==> src/rtl/alu_arbiter_pkg.sv <==
// Shared definitions for the ALU arbiter: opcodes, default width, output FSM states
// and the modulo-increment helper used for the round-robin pointer.
package alu_arbiter_pkg;

    localparam int ALU_WIDTH = 16;

    localparam logic [2:0] ALU_ADD = 3'd0;
    localparam logic [2:0] ALU_SUB = 3'd1;
    localparam logic [2:0] ALU_NOT = 3'd2;
    localparam logic [2:0] ALU_SHL = 3'd3;
    localparam logic [2:0] ALU_SHR = 3'd4;
    localparam logic [2:0] ALU_AND = 3'd5;
    localparam logic [2:0] ALU_OR  = 3'd6;
    localparam logic [2:0] ALU_SLT = 3'd7;

    typedef enum logic {
        ST_EMPTY = 1'b0,
        ST_FULL  = 1'b1
    } out_state_t;

    function automatic int wrap_inc(input int idx, input int n);
        if (idx >= n - 1) begin
            return 0;
        end else begin
            return idx + 1;
        end
    endfunction

endpackage

==> src/rtl/alu_arbiter_rr_arbiter.sv <==
// Round-robin grant: first asserted request scanning upward from ptr, wrapping mod NREQ.
// Purely combinational; the caller owns the pointer register.
module rr_arbiter
    import alu_arbiter_pkg::*;
#(
    parameter int NREQ = 2,
    parameter int IDW  = 1
) (
    input  logic [NREQ-1:0] req,
    input  logic [IDW-1:0]  ptr,
    output logic [NREQ-1:0] grant,
    output logic [IDW-1:0]  grant_idx,
    output logic            grant_any
);

    logic [IDW-1:0] cand_s;

    // Scan candidates ptr, ptr+1, ... and latch onto the first valid one
    always_comb begin
        grant     = {NREQ{1'b0}};
        grant_idx = {IDW{1'b0}};
        grant_any = 1'b0;
        cand_s    = ptr;
        for (int k = 0; k < NREQ; k++) begin
            if (!grant_any && req[cand_s]) begin
                grant[cand_s] = 1'b1;
                grant_idx     = cand_s;
                grant_any     = 1'b1;
            end else begin
                grant_any = grant_any;
            end
            cand_s = IDW'(wrap_inc(int'(cand_s), NREQ));
        end
    end

endmodule

==> src/rtl/alu_arbiter.sv <==
// Shares one combinational 16-bit ALU between NREQ requesters with round-robin
// arbitration and a single registered, id-tagged response slot.
module alu_arbiter
    import alu_arbiter_pkg::*;
#(
    parameter int WIDTH = ALU_WIDTH,
    parameter int NREQ  = 2,
    parameter int IDW   = 1
) (
    input  logic                  clk,
    input  logic                  rst,
    input  logic [NREQ-1:0]       req_valid,
    output logic [NREQ-1:0]       req_ready,
    input  logic [NREQ*WIDTH-1:0] req_a,
    input  logic [NREQ*WIDTH-1:0] req_b,
    input  logic [NREQ*3-1:0]     req_op,
    output logic                  rsp_valid,
    input  logic                  rsp_ready,
    output logic [IDW-1:0]        rsp_id,
    output logic [WIDTH-1:0]      rsp_result,
    output logic                  rsp_zero
);

    out_state_t       state_r;
    logic [IDW-1:0]   ptr_r;
    logic [IDW-1:0]   rsp_id_r;
    logic [WIDTH-1:0] rsp_result_r;
    logic             rsp_zero_r;

    logic [NREQ-1:0]  grant_s;
    logic [IDW-1:0]   grant_idx_s;
    logic             grant_any_s;
    logic             can_accept_s;
    logic [NREQ-1:0]  req_ready_s;
    logic             xfer_s;
    logic [WIDTH-1:0] alu_a_s;
    logic [WIDTH-1:0] alu_b_s;
    logic [2:0]       alu_op_s;
    logic [WIDTH-1:0] alu_res_s;
    logic             alu_zero_s;
    logic [IDW-1:0]   next_ptr_s;

    rr_arbiter #(
        .NREQ (NREQ),
        .IDW  (IDW)
    ) u_rr (
        .req       (req_valid),
        .ptr       (ptr_r),
        .grant     (grant_s),
        .grant_idx (grant_idx_s),
        .grant_any (grant_any_s)
    );

    // Grant is only offered when the response slot is free or draining this edge
    always_comb begin
        can_accept_s = (state_r == ST_EMPTY) || rsp_ready;
        if (rst) begin
            req_ready_s = {NREQ{1'b0}};
        end else if (can_accept_s && grant_any_s) begin
            req_ready_s = grant_s;
        end else begin
            req_ready_s = {NREQ{1'b0}};
        end
        xfer_s     = |req_ready_s;
        next_ptr_s = IDW'(wrap_inc(int'(grant_idx_s), NREQ));
    end

    // Operand mux, held at zero when nothing transfers to keep the ALU quiet
    always_comb begin
        if (xfer_s) begin
            alu_a_s  = req_a[int'(grant_idx_s)*WIDTH +: WIDTH];
            alu_b_s  = req_b[int'(grant_idx_s)*WIDTH +: WIDTH];
            alu_op_s = req_op[int'(grant_idx_s)*3 +: 3];
        end else begin
            alu_a_s  = {WIDTH{1'b0}};
            alu_b_s  = {WIDTH{1'b0}};
            alu_op_s = 3'd0;
        end
    end

    // Shared ALU datapath
    always_comb begin
        case (alu_op_s)
            ALU_ADD: alu_res_s = alu_a_s + alu_b_s;
            ALU_SUB: alu_res_s = alu_a_s - alu_b_s;
            ALU_NOT: alu_res_s = ~alu_a_s;
            ALU_SHL: alu_res_s = alu_a_s << alu_b_s;
            ALU_SHR: alu_res_s = alu_a_s >> alu_b_s;
            ALU_AND: alu_res_s = alu_a_s & alu_b_s;
            ALU_OR:  alu_res_s = alu_a_s | alu_b_s;
            ALU_SLT: alu_res_s = {{(WIDTH-1){1'b0}}, (alu_a_s < alu_b_s)};
            default: alu_res_s = {WIDTH{1'b0}};
        endcase
        alu_zero_s = (alu_res_s == {WIDTH{1'b0}});
    end

    // Output slot FSM, response registers and round-robin pointer
    always_ff @(posedge clk) begin
        if (rst) begin
            state_r      <= ST_EMPTY;
            ptr_r        <= {IDW{1'b0}};
            rsp_id_r     <= {IDW{1'b0}};
            rsp_result_r <= {WIDTH{1'b0}};
            rsp_zero_r   <= 1'b0;
        end else begin
            if (xfer_s) begin
                rsp_id_r     <= grant_idx_s;
                rsp_result_r <= alu_res_s;
                rsp_zero_r   <= alu_zero_s;
                ptr_r        <= next_ptr_s;
            end else begin
                ptr_r <= ptr_r;
            end
            case (state_r)
                ST_EMPTY: state_r <= xfer_s ? ST_FULL : ST_EMPTY;
                ST_FULL:  state_r <= (xfer_s || !rsp_ready) ? ST_FULL : ST_EMPTY;
                default:  state_r <= ST_EMPTY;
            endcase
        end
    end

    assign req_ready  = req_ready_s;
    assign rsp_valid  = (state_r == ST_FULL);
    assign rsp_id     = rsp_id_r;
    assign rsp_result = rsp_result_r;
    assign rsp_zero   = rsp_zero_r;

endmodule

==> config.mk <==
export PLATFORM = sky130hd
export DESIGN_NAME = alu_arbiter
export DESIGN_NICKNAME = d
export VERILOG_FILES = /design/src/rtl/alu_arbiter_pkg.sv /design/src/rtl/alu_arbiter_rr_arbiter.sv /design/src/rtl/alu_arbiter.sv
export SDC_FILE = /design/constraint.sdc
export NUM_CORES = 1
export LEC_CHECK = 0
export ABC_CLOCK_PERIOD_IN_PS = 11400
export BUFFER_PORTS_ARGS = -buffer_cell sky130_fd_sc_hd__clkbuf_2
export CAP_MARGIN = 20
export CELL_PAD_IN_SITES_DETAIL_PLACEMENT = 2
export CELL_PAD_IN_SITES_GLOBAL_PLACEMENT = 2
export CORE_UTILIZATION = 35
export CTS_CLUSTER_DIAMETER = 100
export DETAILED_ROUTE_END_ITERATION = 8
export HOLD_SLACK_MARGIN = 0.08
export PLACE_DENSITY = 0.95
export SYNTH_ARGS = -nofsm -noshare
export SYNTH_HDL_FRONTEND = slang
export SYNTH_SLANG_ARGS = --single-unit
==> constraint.sdc <==
create_clock -name clk -period 11.4 [get_ports clk]
set_clock_uncertainty 0.15 [all_clocks]
set_input_delay 2.85 -clock clk [delete_from_list [all_inputs] [get_ports clk]]
set_output_delay 2.85 -clock clk [all_outputs]
set_load 0.005 [all_outputs]
# After elaboration in Yosys (flattened, before gate mapping)

Cells that the tools add are included.

Reductions and logical operators: 11
Add/subtract/negate cells: 4
Bitwise logic cells: 5
Order comparisons: 7
Equality and inequality tests: 7
Shift-type cells: 5
Multiply operators: 1
Muxes and demuxes: 25

Operator list:

| operator              | number |
|---|---|
| $pmux W16 S8          | 1 |
| $shiftx A32 B6 Y16    | 2 |
| $mux W16              | 2 |
| $add A16 B16 Y16      | 1 |
| $and A16 B16 Y16      | 1 |
| $logic_not A16 Y1     | 1 |
| $lt A16 B16 Y1        | 1 |
| $not A16 Y16          | 1 |
| $or A16 B16 Y16       | 1 |
| $shl A16 B16 Y16      | 1 |
| $shr A16 B16 Y16      | 1 |
| $sub A16 B16 Y16      | 1 |
| $mux W1               | 14 |
| $eq A3 B3 Y1 const B  | 4 |
| $mux W2               | 4 |
| $eq A3 B2 Y1 const B  | 2 |
| $shiftx A6 B4 Y3      | 1 |
| $ge A1 B1 Y1 const B  | 4 |
| $logic_and A1 B1 Y1   | 4 |
| $lt A1 B2 Y1 const B  | 2 |
| $eq A3 B1 Y1 const B  | 1 |
| $logic_not A3 Y1      | 1 |
| $mul A1 B2 Y3 const B | 1 |
| $mux W3               | 1 |
| 8 further kinds       | 12 |

Output and inout bits: 21
Flip-flop bits (word level): 20
Logic and storage cells: 70
Bits of input ports: 75

# Logic depth before layout (Yosys ltp)

Gate-level depths: netlist (run 1).

Depth in word-level cells: 15
Depth in mapped cells: 22
Mapped depth without buffers: 17

# Modules after synthesis

From an unflattened synthesis (run 1), not the netlist that was laid out.

Cell total of the unflattened synthesis: 846
Area, all modules: 5835.6 µm²

By module, submodules not included:

| module      | area an instance (µm²) | sequential area each (µm²) | instances | cells each |
|---|---|---|---|---|
| alu_arbiter | 5803.1                 | 400.4                      | 1         | 841 |
| rr_arbiter  | 32.5                   | 0.0                        | 1         | 5 |

# Least setup slack after synthesis (run 1)

Ideal clock, no wire load.

Path type: in2reg
Start: input rsp_ready
End: register rsp_zero_r, in the netlist rsp_zero
Buffers on the path: 4
Required time: 11190 ps
Data arrival time: 6714 ps
Stages on the path: 19
Setup slack: 4477 ps
Setup time: 60 ps
Cells stage by stage: nand2b_1 -> clkbuf_1 -> nand3_2 -> inv_2 -> buf_6 -> a22oi_4 -> buf_2 -> buf_2 -> ha_1 -> a21o_1 -> a311oi_2 -> a21oi_1 -> xnor2_1 -> nor2_1 -> a2111oi_0 -> nand4_1 -> a311o_1 -> nor4_1 -> a41o_1

Cells in the longest elaborated chain, start to end: 9
Elaborated cells between the ends (all ways): 26
Classes of those cells: add/sub (2); order compare (1); eq/ne (7); shift (2); mux (6); bitwise (3); reduce/logical (5)

RTL lines:

| what                                     | line               | source |
|---|---|---|
| start: declaration                       | alu_arbiter.sv:18  | `input logic rsp_ready,` |
| $logic_or A1 B1 Y1 (*)                   | alu_arbiter.sv:56  | `can_accept_s = (state_r == ST_EMPTY) \|\| rsp_ready;` |
| $logic_and A1 B1 Y1 (*)                  | alu_arbiter.sv:59  | `end else if (can_accept_s && grant_any_s) begin` |
| $mux W2 (*)                              | alu_arbiter.sv:59  |  |
| $mux W2 (*)                              | alu_arbiter.sv:57  | `if (rst) begin` |
| via req_ready[0]                         | alu_arbiter.sv:13  | `output logic [NREQ-1:0] req_ready,` |
| $reduce_or A2 Y1 (*)                     | alu_arbiter.sv:64  | `xfer_s = \|req_ready_s;` |
| $mux W16 or $mux W3 (tied branches)      | alu_arbiter.sv:70  | `if (xfer_s) begin` |
| $sub A16 B16 Y16 (tied with other cells) | alu_arbiter.sv:85  | `ALU_SUB: alu_res_s = alu_a_s - alu_b_s;` |
| $pmux W16 S8                             | alu_arbiter.sv:83  | `case (alu_op_s)` |
| $logic_not A16 Y1                        | alu_arbiter.sv:94  | `alu_zero_s = (alu_res_s == {WIDTH{1'b0}});` |
| end signal: assignment                   | alu_arbiter.sv:109 | `rsp_zero_r <= alu_zero_s;` |
| end: declaration                         | alu_arbiter.sv:28  | `logic rsp_zero_r;` |

Mark *: on every way through the listed nets, which the timed path passes. The rest lies on a longest branch.
A chain may end at the register's enable or synchronous reset.

# Worst setup path in the final report (run 1)

Start: input rst
End: register rsp_zero_r, in the netlist rsp_zero

Cells in the longest elaborated chain, start to end: 6
Elaborated cells between the ends (all ways): 23
Classes of those cells: add/sub (2); order compare (1); eq/ne (7); shift (2); mux (5); bitwise (3); reduce/logical (3)

RTL lines:

| what                                     | line              | source |
|---|---|---|
| start: declaration                       | alu_arbiter.sv:11 | `input logic rst,` |
| $mux W2                                  | alu_arbiter.sv:57 |  |
| $reduce_or A2 Y1                         | alu_arbiter.sv:64 |  |
| $mux W16 or $mux W3 (tied branches)      | alu_arbiter.sv:70 |  |
| $sub A16 B16 Y16 (tied with other cells) | alu_arbiter.sv:85 |  |
| $pmux W16 S8                             | alu_arbiter.sv:83 |  |
| $logic_not A16 Y1                        | alu_arbiter.sv:94 |  |

Parallel ways exist; a longest one is shown, timed or not.

==> metrics.md, run 1 <==
| Metric | Value |
|---|---|
| Post-synthesis mux area share | 0.03193 |
| Comb power frac | 0.620 |
| Die width | 129.0 µm |
| Pins over their slew limit | 0 |
| DRC | 0 |
| Number of synthesized flops with an enable pin | 0 |
| Mean area per synthesized cell | 6.915 µm² |
| Detailed placer's ending HPWL | 23,980 µm |
| Total GRT Usage | 0.3625 |
| Post-synth top area share | 0.1064 |
| Power Density | 77.00 nW/µm² |
| CTS H-tree depth | 1 |
| Vias per inst | 6.919 |
| Pin count of the biggest net entering global routing | 41 |
| Die H | 129.0 µm |
| Layout cells sized above 1 | 0.1690 |
| Postcts setup bufs | 0 |
| Clock Latency Late Sink | 270 ps |
| Port buffer count | 95 |
| Synthesized flop and latch total | 20 |
| Maximum VDD drop | 0.00005855 V |
| Number of synthesis warnings | 0 |
| Sw Pwr | 0.0002406 W |
| Initial core utilization | 0.3565 |
| Syn-to-layout area delta | 10.58% |
| WL final | 30,170 µm |
| Syn Std Cell Area | 5643 µm² |
| Slew headroom | 0.3524 |
| Finish-stage setup viols | 0 |
| Internal Pwr Total | 0.0002399 W |
| Total CTS buffers | 3 |
| Largest family of logic cells by synthesized area | compound AO/OA/AOI/OAI gates |
| CP Capture Type | flip-flop |
| Drt pass-1 iters | 5 |
| Async S/R FF share, synth | 0 |
| Xor and xnor area share after synthesis | 0.02018 |
| Tcrit/Tclk final | 0.7878 |
| PostCTS Resize Cnt | 0 |
| Sum Neg Setup Slack | 0 ps |
| Vias in the first global route | 7,675 |
| Status | finished, final reports clean |
| HP Class | reg -> reg |
| Post-route ant nets | 0 |
| Synth area leaders | ha_1, dfxtp_1, a21oi_1 |
| FF-to-FF setup slack | 5160 ps |
| Worst endpoint required time | 11,460 ps |
| Total number of vias | 7,479 |
| Crit path time final | 8981 ps |
| Data arrival time of the critical path | 9040 ps |
| Kind of critical path | in -> reg |
| Post-route cell area | 6240 µm² |
| Gate count after technology mapping | 816 |
| Clock network fraction of total power | 0.218 |
| Site Rows | 46 |
| Mapped Nets | 941 |
| Fin nets | 990 |
| Adder-cell share of the synthesized area | 0.1135 |
| Hold Fails Final Rpt | 0 |
| Clock sink count | 20 |
| Yosys cell types | 85 |
| Synth Flop Type | dfxtp_1 |
| Post-Synth Simple-Gate Area | 0.2789 |
| Top Ports | 96 |
| Max clock buf depth | 2 |
| Die area | 16,630 µm² |
| Hold_buf cts | 0 |
| Max-cap viol count | 0 |
| Root Driver | clkbuf_16 |
| Register area share after synthesis | 0.07095 |
| RSZ-0062 raised after global routing | no |
| Leakage Power | 2.501 nW |
| Cell taking the most area after synthesis | ha_1 |
| Max Fclk | 111.4 MHz |
| Crit-path max FO | 39 |
| Finished Core Util | 0.3942 |
| Sw Ratio | 0.5008 |
| Worst-path clk slew | 60 ps |
| Slew @ Worst Pin | 971.5 ps |
| Initial antenna violation count | 0 |
| CTS tree | yes |
| First-pass GRT wire length | 45,650 µm |
| Area fraction in compound gates after synthesis | 0.3902 |
| Overflow after GRT | 0 |
| Post-DR wirelength/cell | 27.91 µm |
| Flop pwr share | 0.162 |
| Worst setup SP type | input pin |
| Core area | 15,830 µm² |
| Initial drt markers | 746 |
| DP Area | 6132 µm² |
| RD Place Congestion | 1.001 |
cell families after synthesis:
| logic type | after synthesis |
|---|---|
| DFF | 20 |
| and+or+nand+nor | 302 |
| buffers and inverters | 108 |
| AOI/OAI and AO/OA | 305 |
| muxes | 18 |
| xor gates and xnor gates | 13 |
| adders and majority gates | 50 |
Yosys cell counts, drive strengths merged (3+ instances only):
cell	count
inv	46
o221ai	5
nor4	13
o311ai	4
or4	6
o31ai	8
nor2b	18
a211oi	34
a21o	5
o32ai	3
o21ai	49
nand4	29
mux2i	18
o22ai	5
nand2	71
a22o	10
a21oi	59
a2111oi	8
o21a	7
a31oi	7
a221oi	5
buf	42
a32oi	4
and4	3
a31o	3
nand2b	14
ha	48
and2	7
o21bai	5
clkbuf	19
or3	5
a311oi	5
xor2	3
a22oi	18
nand3b	4
xnor2	10
o211ai	34
dfxtp	20
nand3	26
nor3	31
o2111ai	10
nor2	67
stage by stage:
stage | setup slack, ps | std cells | hold WS, ps | power [W]
global placement | 2879 | 1076 | 296.9 | 0.0003447
detailed placement | 2414 | 1076 | 308.6 | 0.0003645
CTS | 2617 | 1080 | 317.2 | 0.0004697
finish | 2419 | 1081 | 310.6 | 0.0004805
floorplan | 4477 | 816 | 302.7 | 0.0002673
global route | 2204 | 1080 | 342.0 | 0.0004977
layer usage:
metal,GRT usage,vias up,part of all wire
li1,-,3210,-
met1,0.4394,3690,0.39
met2,0.5990,426,0.45
met3,0.06112,153,0.086
met4,0.2221,0,0.073
met5,0,-,0
final timing paths:
path / from / endpoint / cells past startpoint
setup reg to reg: rsp_valid$_SDFF_PP0_ / rsp_zero$_SDFFE_PP0P_ / 17
hold / removal: rsp_result[5]$_SDFFE_PP0P_ / rsp_result[5]$_SDFFE_PP0P_ / 2
hold reg to reg: rsp_result[5]$_SDFFE_PP0P_ / rsp_result[5]$_SDFFE_PP0P_ / 2
setup / recovery: rst / rsp_zero$_SDFFE_PP0P_ / 18
power groups by stage:
stage          Sequential [W]  Clock, W  Combinational, W
4_1_cts             0.0000781  0.000104          0.000288
6_report            0.0000780  0.000105          0.000298
3_5_place_dp        0.0000796         0          0.000285
2_1_floorplan       0.0000794         0          0.000188
3_3_place_gp        0.0000793         0          0.000265
5_1_grt             0.0000786  0.000106          0.000313
flip-flops by register name, indices dropped and copies added, names as in the netlist:
name        flops
ptr_r           1
rsp_id          1
rsp_result     16
rsp_valid       1
rsp_zero        1
final cells by class:
class,instances,area (µm²)
well taps,216,270.3
flip-flops and latches,20,400.4
clock buffers,3,75.07
diodes,1,2.502
inverters,47,176.4
fillers,1920,9588
repair buffers,105,550.5
clock inverters,1,30.03
multi-input cells,688,4735
cells in the final DEF (no fill, tap or decap), types with 28 or more instances in the layout:
cell type  netlist  layout
o21ai_0         39      39
clkbuf_2         0      95
a211oi_1        32      32
inv_1           39      39
ha_1            48      48
a21oi_1         57      57
nor2_1          65      65
nand2_1         69      69
o211ai_1        34      34
nor3_1          29      29
nand4_1         28      28
critical path, cell delays in order:
cell       delay [ps]
clkbuf_2          500
inv_1             640
nand3_2           210
inv_2             370
a22o_4            520
inv_2             420
ha_1              340
o21bai_1          180
a21o_1            230
a311oi_2          480
a21oi_1           150
xnor2_1           210
nor2_1             60
a2111oi_0         680
nand4_1           230
a311o_1           440
nor4_1            270
a41o_1            210
No activity file was read; power rests on OpenSTA's default activity.
==> inputs of run 2 (changes only) <==
- ABC_CLOCK_PERIOD_IN_PS: 11400 -> 9400
- CORE_UTILIZATION: 35 -> 33
- PLACE_DENSITY: 0.95 -> 0.94
- clock period: 11.4 -> 9.4 ns (I/O delays scaled with it)
==> run 2 against run 1 <==
Against the previous run:
- non-clock buffer count is the same
- core utilization shrank 2.0 points
- largest cell class unchanged
- register-to-register slack lost 1700 ps
- via count shrank 1.8%
- sequential share of layout area is essentially flat
- clock-buffer cell count is the same
- clock power grew 19%
- wire length shrank 1.3%
- global-route usage shrank 2.9 points
==> metrics.md, run 2 (same netlist as run 1, synthesis figures left out) <==
| Metric | Value |
|---|---|
| HP Class | reg -> reg |
| Total CTS buffers | 3 |
| Leakage Power | 2.497 nW |
| Syn-to-layout area delta | 10.44% |
| CTS tree | yes |
| Layout cells sized above 1 | 0.1690 |
| Pins over their slew limit | 0 |
| CTS H-tree depth | 1 |
| Most common cell after layout, fill and taps aside | clkbuf_2 |
| Die H | 132.8 µm |
| Max Fclk | 123.9 MHz |
| Data arrival time of the critical path | 8130 ps |
| Initial core utilization | 0.3391 |
| Initial antenna violation count | 0 |
| Setup Slack @ Placement | 1360 ps |
| Die area | 17,630 µm² |
| PnR worst setup slack | 1329 ps |
| Total number of vias | 7,345 |
| Overflow after GRT | 0 |
| Status | finished, final reports clean |
| Detailed placer's ending HPWL | 23,820 µm |
| Post-route ant nets | 0 |
| Number of flip-flops under the largest register name | 16 |
| WL final | 29,770 µm |
| RD Place Congestion | 1.002 |
| First-pass GRT wire length | 45,830 µm |
| Crit path time final | 8071 ps |
| FF-to-FF setup slack | 3470 ps |
| Hold_buf cts | 0 |
| Kind of critical path | in -> reg |
| Finish-stage setup viols | 0 |
| Worst-path clk slew | 60 ps |
| DRC | 0 |
| Filler Cell Count | 2,019 |
| Initial drt markers | 785 |
| Port buffer count | 95 |
| Die width | 132.8 µm |
| Postcts setup bufs | 0 |
| Post-route cell area | 6232 µm² |
| Vias per inst | 6.776 |
| Drt pass-1 iters | 6 |
| Maximum VDD drop | 0.00005452 V |
| Slew headroom | 0.3636 |
| Core area | 16,640 µm² |
| Clock sink count | 20 |
| Total power | 0.0005775 W |
| Site Rows | 47 |
| Clock Latency Late Sink | 270 ps |
| Power Density | 92.66 nW/µm² |
| DP Area | 6127 µm² |
| Max-cap viol count | 0 |
| # diodes | 0 |
| Fin nets | 990 |
| Worst setup SP type | input pin |
| PostCTS Resize Cnt | 0 |
| CP max stage cell | a22oi_2 |
| Root Driver | clkbuf_16 |
| Total GRT Usage | 0.3339 |
| CP Capture Type | flip-flop |
| Tcrit/Tclk final | 0.8586 |
| Slew @ Worst Pin | 954.5 ps |
| Slowest cell delay on critical path | 700 ps |
| Sum Neg Setup Slack | 0 ps |
| Vias in the first global route | 7,740 |
| WHS | 308.6 ps |
| Most frequent cells in the layout | clkbuf_2, nand2_1, nor2_1 |
| Max clock buf depth | 2 |
| Post-DR wirelength/cell | 27.46 µm |
| Top Ports | 96 |
| Pin count of the biggest net entering global routing | 41 |
| Crit-path max FO | 36 |
| Worst path cell trace | clkbuf_2 -> inv_1 -> nand3_2 -> inv_2 -> a22oi_2 -> ha_1 -> and2_1 -> a311oi_2 -> a21oi_1 -> xnor2_1 -> nor2_1 -> a2111oi_0 -> nand4_1 -> a311o_1 -> nor4_1 -> a41o_1 |
| Hold Fails Final Rpt | 0 |
| RSZ-0062 raised after global routing | no |
| Worst endpoint required time | 9450 ps |
==> run 2: worst max-delay path, delay by kind of cell <==
kind                       cells  cell delay [ps]
and+or+nand+nor                5             1160
xor gates and xnor gates       1              190
AOI/OAI and AO/OA              6             2530
buffers and inverters          3             1410
adders and majority gates      1              470
==> run 2: through the flow <==
| step | std cells | util |
|---|---|---|
| after global routing | 1084 | 0.3745 |
| after global placement | 1080 | 0.3682 |
| final | 1084 | 0.3745 |
| after floorplan | 816 | - |
| after detailed placement | 1080 | 0.3682 |
| after CTS | 1084 | 0.3745 |
==> run 2: power by group <==
group | internal, W | switching [W] | total [W]
Clock | 0.0000848 | 0.0000406 | 0.000125
Sequential | 0.0000909 | 0.00000373 | 0.0000946
Combinational | 0.000115 | 0.000243 | 0.000357
==> run 2: cell type report <==
| type | instances | area (µm²) | share of cell area |
|---|---|---|---|
| Timing Repair Buffer | 105 | 550.5 | 0.08834 |
| Tap cell | 220 | 275.3 | 0.04417 |
| Multi-Input combinational cell | 688 | 4725 | 0.7581 |
| Inverter | 47 | 176.4 | 0.02831 |
| Clock inverter | 1 | 30.03 | 0.004818 |
| Sequential cell | 20 | 400.4 | 0.06424 |
| Clock buffer | 3 | 75.07 | 0.01205 |
==> run 2: metal layers <==
layer,GRT usage,part of all wire,vias to the layer above,routed length (µm)
met5,0,0,-,0
met4,0.1488,0.047,0,1406
met3,0.06207,0.087,93,2587
met2,0.5567,0.46,435,13590
met1,0.4167,0.41,3605,12180
li1,-,-,3212,-
==> run 2: path summary, 6_finish.rpt <==
check | startpoint | end | cells after the start
max | rst | rsp_zero$_SDFFE_PP0P_ | 16
min | rsp_result[5]$_SDFFE_PP0P_ | rsp_result[5]$_SDFFE_PP0P_ | 2
max reg2reg | rsp_valid$_SDFF_PP0_ | rsp_zero$_SDFFE_PP0P_ | 16
min reg2reg | rsp_result[5]$_SDFFE_PP0P_ | rsp_result[5]$_SDFFE_PP0P_ | 2
